## config.mk

```make
export PLATFORM = sky130hd
export DESIGN_NAME = disp_sched
export DESIGN_NICKNAME = d
export VERILOG_FILES = /design/src/rtl/disp_sched.sv
export SDC_FILE = /design/constraint.sdc
export NUM_CORES = 1
export LEC_CHECK = 0
export BUFFER_PORTS_ARGS = -buffer_cell sky130_fd_sc_hd__buf_2
export CAP_MARGIN = 5
export CORE_MARGIN = 2
export CORE_UTILIZATION = 30
export DETAILED_ROUTE_END_ITERATION = 12
export SYNTH_ARGS = -nofsm -noshare
export SYNTH_HDL_FRONTEND = slang
export SYNTH_SLANG_ARGS = --single-unit
```

## constraint.sdc

```tcl
create_clock -name clk -period 3.6 [get_ports clk]
set_input_delay 0.36 -clock clk [delete_from_list [all_inputs] [get_ports clk]]
set_output_delay 0.36 -clock clk [all_outputs]
set_load 0.1 [all_outputs]
```

## src/rtl/disp_sched.sv

```systemverilog
// Display source scheduler: round-robin over valid sources, with one-shot alerts pre-empting the rotation.
// Outputs are registered; an alert request in cycle k is acknowledged and shown on the edge ending cycle k+1.
module disp_sched #(
   parameter int HOLD_T  = 20,
   parameter int ALERT_T = 30
) (
   input  logic        clk,
   input  logic        rst,
   input  logic        ce100ms,
   input  logic        en,
   input  logic [63:0] src,
   input  logic [3:0]  valid,
   input  logic [3:0]  alert_req,
   output logic [3:0]  alert_ack,
   output logic [15:0] dat,
   output logic [1:0]  sel,
   output logic        alert_active
);

   typedef enum logic [1:0] {IDLE, SHOW, ALERT} state_t;

   localparam logic [7:0] HOLD_LAST  = 8'(HOLD_T - 1);
   localparam logic [7:0] ALERT_LAST = 8'(ALERT_T - 1);

   state_t      state_q, state_d;
   logic [1:0]  sel_q, sel_d;
   logic [1:0]  asel_q, asel_d;
   logic [3:0]  pending_q, pending_d;
   logic [3:0]  ack_q, ack_d;
   logic [7:0]  tcnt_q, tcnt_d;
   logic [15:0] dat_q, dat_d;
   logic [3:0]  grant;
   logic [1:0]  pick, first, nxt;
   logic        take;

   function automatic logic [1:0] lowest(input logic [3:0] v);
      lowest = 2'd0;
      for (int i = 3; i >= 0; i--)
         if (v[i]) lowest = 2'(i);
   endfunction

   assign pick  = lowest(pending_q);
   assign first = lowest(valid);

   // Nearest valid index after sel_q, wrapping; falls back to sel_q when no other source is valid.
   always_comb begin
      nxt = sel_q;
      for (int k = 3; k >= 1; k--)
         if (valid[sel_q + 2'(k)]) nxt = sel_q + 2'(k);
   end

   always_comb begin
      state_d = state_q;
      sel_d   = sel_q;
      asel_d  = asel_q;
      tcnt_d  = tcnt_q;
      ack_d   = 4'b0000;
      grant   = 4'b0000;
      take    = 1'b0;
      if (!en) begin
         state_d = IDLE;
         tcnt_d  = 8'd0;
      end else begin
         unique case (state_q)
            IDLE: begin
               if (|pending_q) begin
                  take = 1'b1;
               end else if (|valid) begin
                  state_d = SHOW;
                  sel_d   = first;
                  tcnt_d  = 8'd0;
               end
            end
            SHOW: begin
               if (|pending_q) begin
                  take = 1'b1;
               end else if (valid == 4'b0000) begin
                  state_d = IDLE;
                  tcnt_d  = 8'd0;
               end else if (!valid[sel_q]) begin
                  sel_d  = nxt;
                  tcnt_d = 8'd0;
               end else if (ce100ms) begin
                  if (tcnt_q == HOLD_LAST) begin
                     sel_d  = nxt;
                     tcnt_d = 8'd0;
                  end else begin
                     tcnt_d = tcnt_q + 8'd1;
                  end
               end
            end
            ALERT: begin
               if (ce100ms) begin
                  if (tcnt_q == ALERT_LAST) begin
                     tcnt_d = 8'd0;
                     if (|pending_q) begin
                        take = 1'b1;
                     end else if (valid[sel_q]) begin
                        state_d = SHOW;
                     end else if (|valid) begin
                        state_d = SHOW;
                        sel_d   = nxt;
                     end else begin
                        state_d = IDLE;
                     end
                  end else begin
                     tcnt_d = tcnt_q + 8'd1;
                  end
               end
            end
            default: state_d = IDLE;
         endcase
         // The saved rotation index is left alone so the rotation resumes where it was interrupted.
         if (take) begin
            state_d     = ALERT;
            asel_d      = pick;
            tcnt_d      = 8'd0;
            grant[pick] = 1'b1;
            ack_d[pick] = 1'b1;
         end
      end
      pending_d = (pending_q & ~grant) | alert_req;
      unique case (state_d)
         SHOW:    dat_d = src[{sel_d, 4'h0} +: 16];
         ALERT:   dat_d = src[{asel_d, 4'h0} +: 16];
         default: dat_d = 16'h0000;
      endcase
   end

   always_ff @(posedge clk or posedge rst) begin
      if (rst) begin
         state_q   <= IDLE;
         sel_q     <= 2'd0;
         asel_q    <= 2'd0;
         pending_q <= 4'b0000;
         tcnt_q    <= 8'd0;
         dat_q     <= 16'h0000;
         ack_q     <= 4'b0000;
      end else begin
         state_q   <= state_d;
         sel_q     <= sel_d;
         asel_q    <= asel_d;
         pending_q <= pending_d;
         tcnt_q    <= tcnt_d;
         dat_q     <= dat_d;
         ack_q     <= ack_d;
      end
   end

   assign dat          = dat_q;
   assign sel          = sel_q;
   assign alert_ack    = ack_q;
   assign alert_active = (state_q == ALERT);

endmodule

```

==> run metrics <==
Tot GR Track Use 19.0%; number of clock buffers inserted by TritonCTS 5; area share of fa/ha/maj cells after synthesis 2.28%; gpl congestion 0.958; worst hold slack 0.179 ns; multiplexer share of the synthesized area 0.683%; Root Driver clkbuf_16; Yosys reg bits 38; port bufs 98; CP arrival 3.60 ns; IO Pins 99; Yosys top cell by area dfrtp_1; die area 13,700 sq um; CORE AREA 12,600 sq um; # DRC 0; DR vias/cell 5.67; relative slew slack 32.1%; Area growth, synth to finish 25.1%; Least-Margin Pin Slew 1.01 ns; count of cell types in the netlist 67; yosys warns 0; endpoint kind of the worst setup timing path flip-flop; largest family of logic cells by synthesized area compound AO/OA/AOI/OAI gates; XOR/XNOR Fraction of Synth Area 0%; Chip Height 117 um; Die Width 117 um; share of cells above drive strength 1 29.1%; H-tree depth 2; commonest register cell after synthesis dfrtp_1; simple-gate area share of the yosys netlist 27.6%; slowest CP cell or4b_4; Worst Clk Skew 0.00933 ns; CTS tree done; RSZ-0062 raised after global routing false; initial antenna violation count 0; Inserted Diodes 0; Crit. Startpoint tcnt_q[7]; post-synthesis cell count 499; total gr overflow 0; slowest cell delay on critical path 0.58 ns; wire length per cell 17.1 um; Detailed Place HPWL 9750 um; Slew Limit Fails 0; Synth top area share 24.7%; Syn Area/Cell 7.71 sq um; Post-synth ARST share 100%; Mapped Nets 582; max cap viols 0; Site Rows 41; Max Clk Rate 0.291 GHz; CTS sink cnt 38; Final Hold Vio Count 0; Compound-Gate Fraction of Synth Area 33.3%; drt first pass iters 6; EDFF count, synth 0; dpl ws -0.0122 ns; initial core utilization 30.6%; Post-Route WL 13,100 um; Reg clk slew, reported paths 0.06 ns; Final min period 3.43 ns; Syn Std Cell Area 3840 sq um; TNS Setup 0 ns; status complete, no violations; Synth area leaders dfrtp_1 (25%), o21ai_0 (6.1%), nand3_1 (5.2%); Max rail drop VDD 0.191 mV; Pleak 2.17 nW; total power divided by cell area 409 nW/um^2; largest net degree at the start of global routing 51; Max clock buf depth 2; setup violators final 0; CP cell instances or4b_4 -> o31ai_1 -> a31oi_1 -> o211ai_1 -> ha_1 -> buf_6 -> or3_1 -> o31ai_4 -> buf_4 -> a2111oi_0 -> o22ai_1; r2r startpoint tcnt_q[7]; worst-path maximum fanout 23; clk_lat worst skew 0.29 ns; vias in the first global route 4,128; register area share after synthesis 24.7%; Critical Path RT 3.76 ns; period utilization 95.4%; Worst Setup Start Kind flip-flop; Nets 676; critical path class reg2reg; first-pass GRT wire length 20,700 um; routed vias 4,340; Antenna Violating Nets Remaining 0; worst hold path type in2async; post-route worst setup slack 0.167 ns; Iter 0 DRT Violations 375
==> final timing paths <==
check / slack, ns / to / cells past startpoint
setup / recovery: 0.17 / dat[15] / 11
hold / removal: 0.18 / dat[11] / 3
setup reg to reg: 0.17 / dat[15] / 11
hold reg to reg: 0.50 / alert_ack[3] / 1
max in group asynchronous: 3.06 / dat[5] / 3
min in group clk: 0.26 / pending_q[0] / 2
==> layout by cell type (no fill, tap or decap), drive strengths merged, types with 5 or more instances in the layout <==
cell	count
a2111oi	16
a211oi	16
a21oi	29
a31oi	7
a41oi	16
and2	18
and3	18
and4	18
buf	134
clkbuf	5
dfrtp	38
ha	7
inv	33
nand2	22
nand3	40
nor2	34
nor2b	5
o21ai	52
o22ai	17
o31ai	8
==> through the flow <==
step                total power, mW  utilization [%]  instances  instance area, sq um
global placement               1.42             36.5        758                  4590
CTS                            1.96             37.9        766                  4760
finish                         1.97             38.3        766                  4810
floorplan                      1.19                -        499                  3860
detailed placement             1.43             36.5        758                  4590
global route                   2.07             38.3        766                  4810
==> cells by family after synthesis <==
| group | after synthesis |
|---|---|
| AO/OA/AOI/OAI | 189 |
| adder cells (fa/ha/maj) | 7 |
| AND/OR/NAND/NOR | 184 |
| multiplexers | 1 |
| flip-flops | 38 |
| buffers and inverters | 80 |
==> cells in the mapped netlist, types with 17 or more instances <==
cell	number
o21ai_0	47
nand3_1	40
dfrtp_1	38
inv_1	33
nor2_1	33
a21oi_1	29
nand2_1	21
clkbuf_1	20
and3_1	18
and2_1	17
o22ai_1	17
==> registers in the layout, summed over array words and instances (netlist names) <==
name       count
tcnt_q         8
dat           16
state_q        2
alert_ack      4
pending_q      4
asel_q         2
sel            2
==> metal layers <==
metal	wire (um)	up-vias	track usage, %
li1	-	2101	-
met1	6050	2045	26.3
met2	6070	160	30.1
met3	671	34	3.09
met4	333	0	6.51
met5	0	-	0
==> where the power goes <==
part / switching [mW] / leakage, nW / internal [mW] / total [mW]
sequential: 0.0203 / 0.491 / 0.468 / 0.488
combinational: 0.678 / 1.60 / 0.279 / 0.957
clock: 0.194 / 0.0760 / 0.327 / 0.521
total: 0.892 / 2.17 / 1.07 / 1.97
==> critical path: cells and delay by family (launching register included) <==
kind | cells | cell delay [ns]
flip-flops | 1 | 0.41
AO/OA/AOI/OAI | 6 | 1.45
AND/OR/NAND/NOR | 2 | 0.76
adder cells (fa/ha/maj) | 1 | 0.26
buffers and inverters | 2 | 0.43
==> cell type report <==
| class | instances | area [sq um] |
|---|---|---|
| Clock buffer | 5 | 125 |
| Multi-Input combinational cell | 381 | 2550 |
| Tap cell | 172 | 215 |
| Fill cell | 1303 | 7760 |
| Clock inverter | 3 | 45.0 |
| Sequential cell | 38 | 951 |
| Timing Repair Buffer | 134 | 802 |
| Inverter | 33 | 124 |
==> what timing repair did <==
item | CTS | global route
hold buffers | 0 | 0
resized for setup | 1 | 11
buffers inserted | 0 | 0
pin swaps | 0 | 0
endpoints found under the setup margin | 1 | 16
hold endpoints to repair | 0 | 0
(Power assumes the default switching activity.)
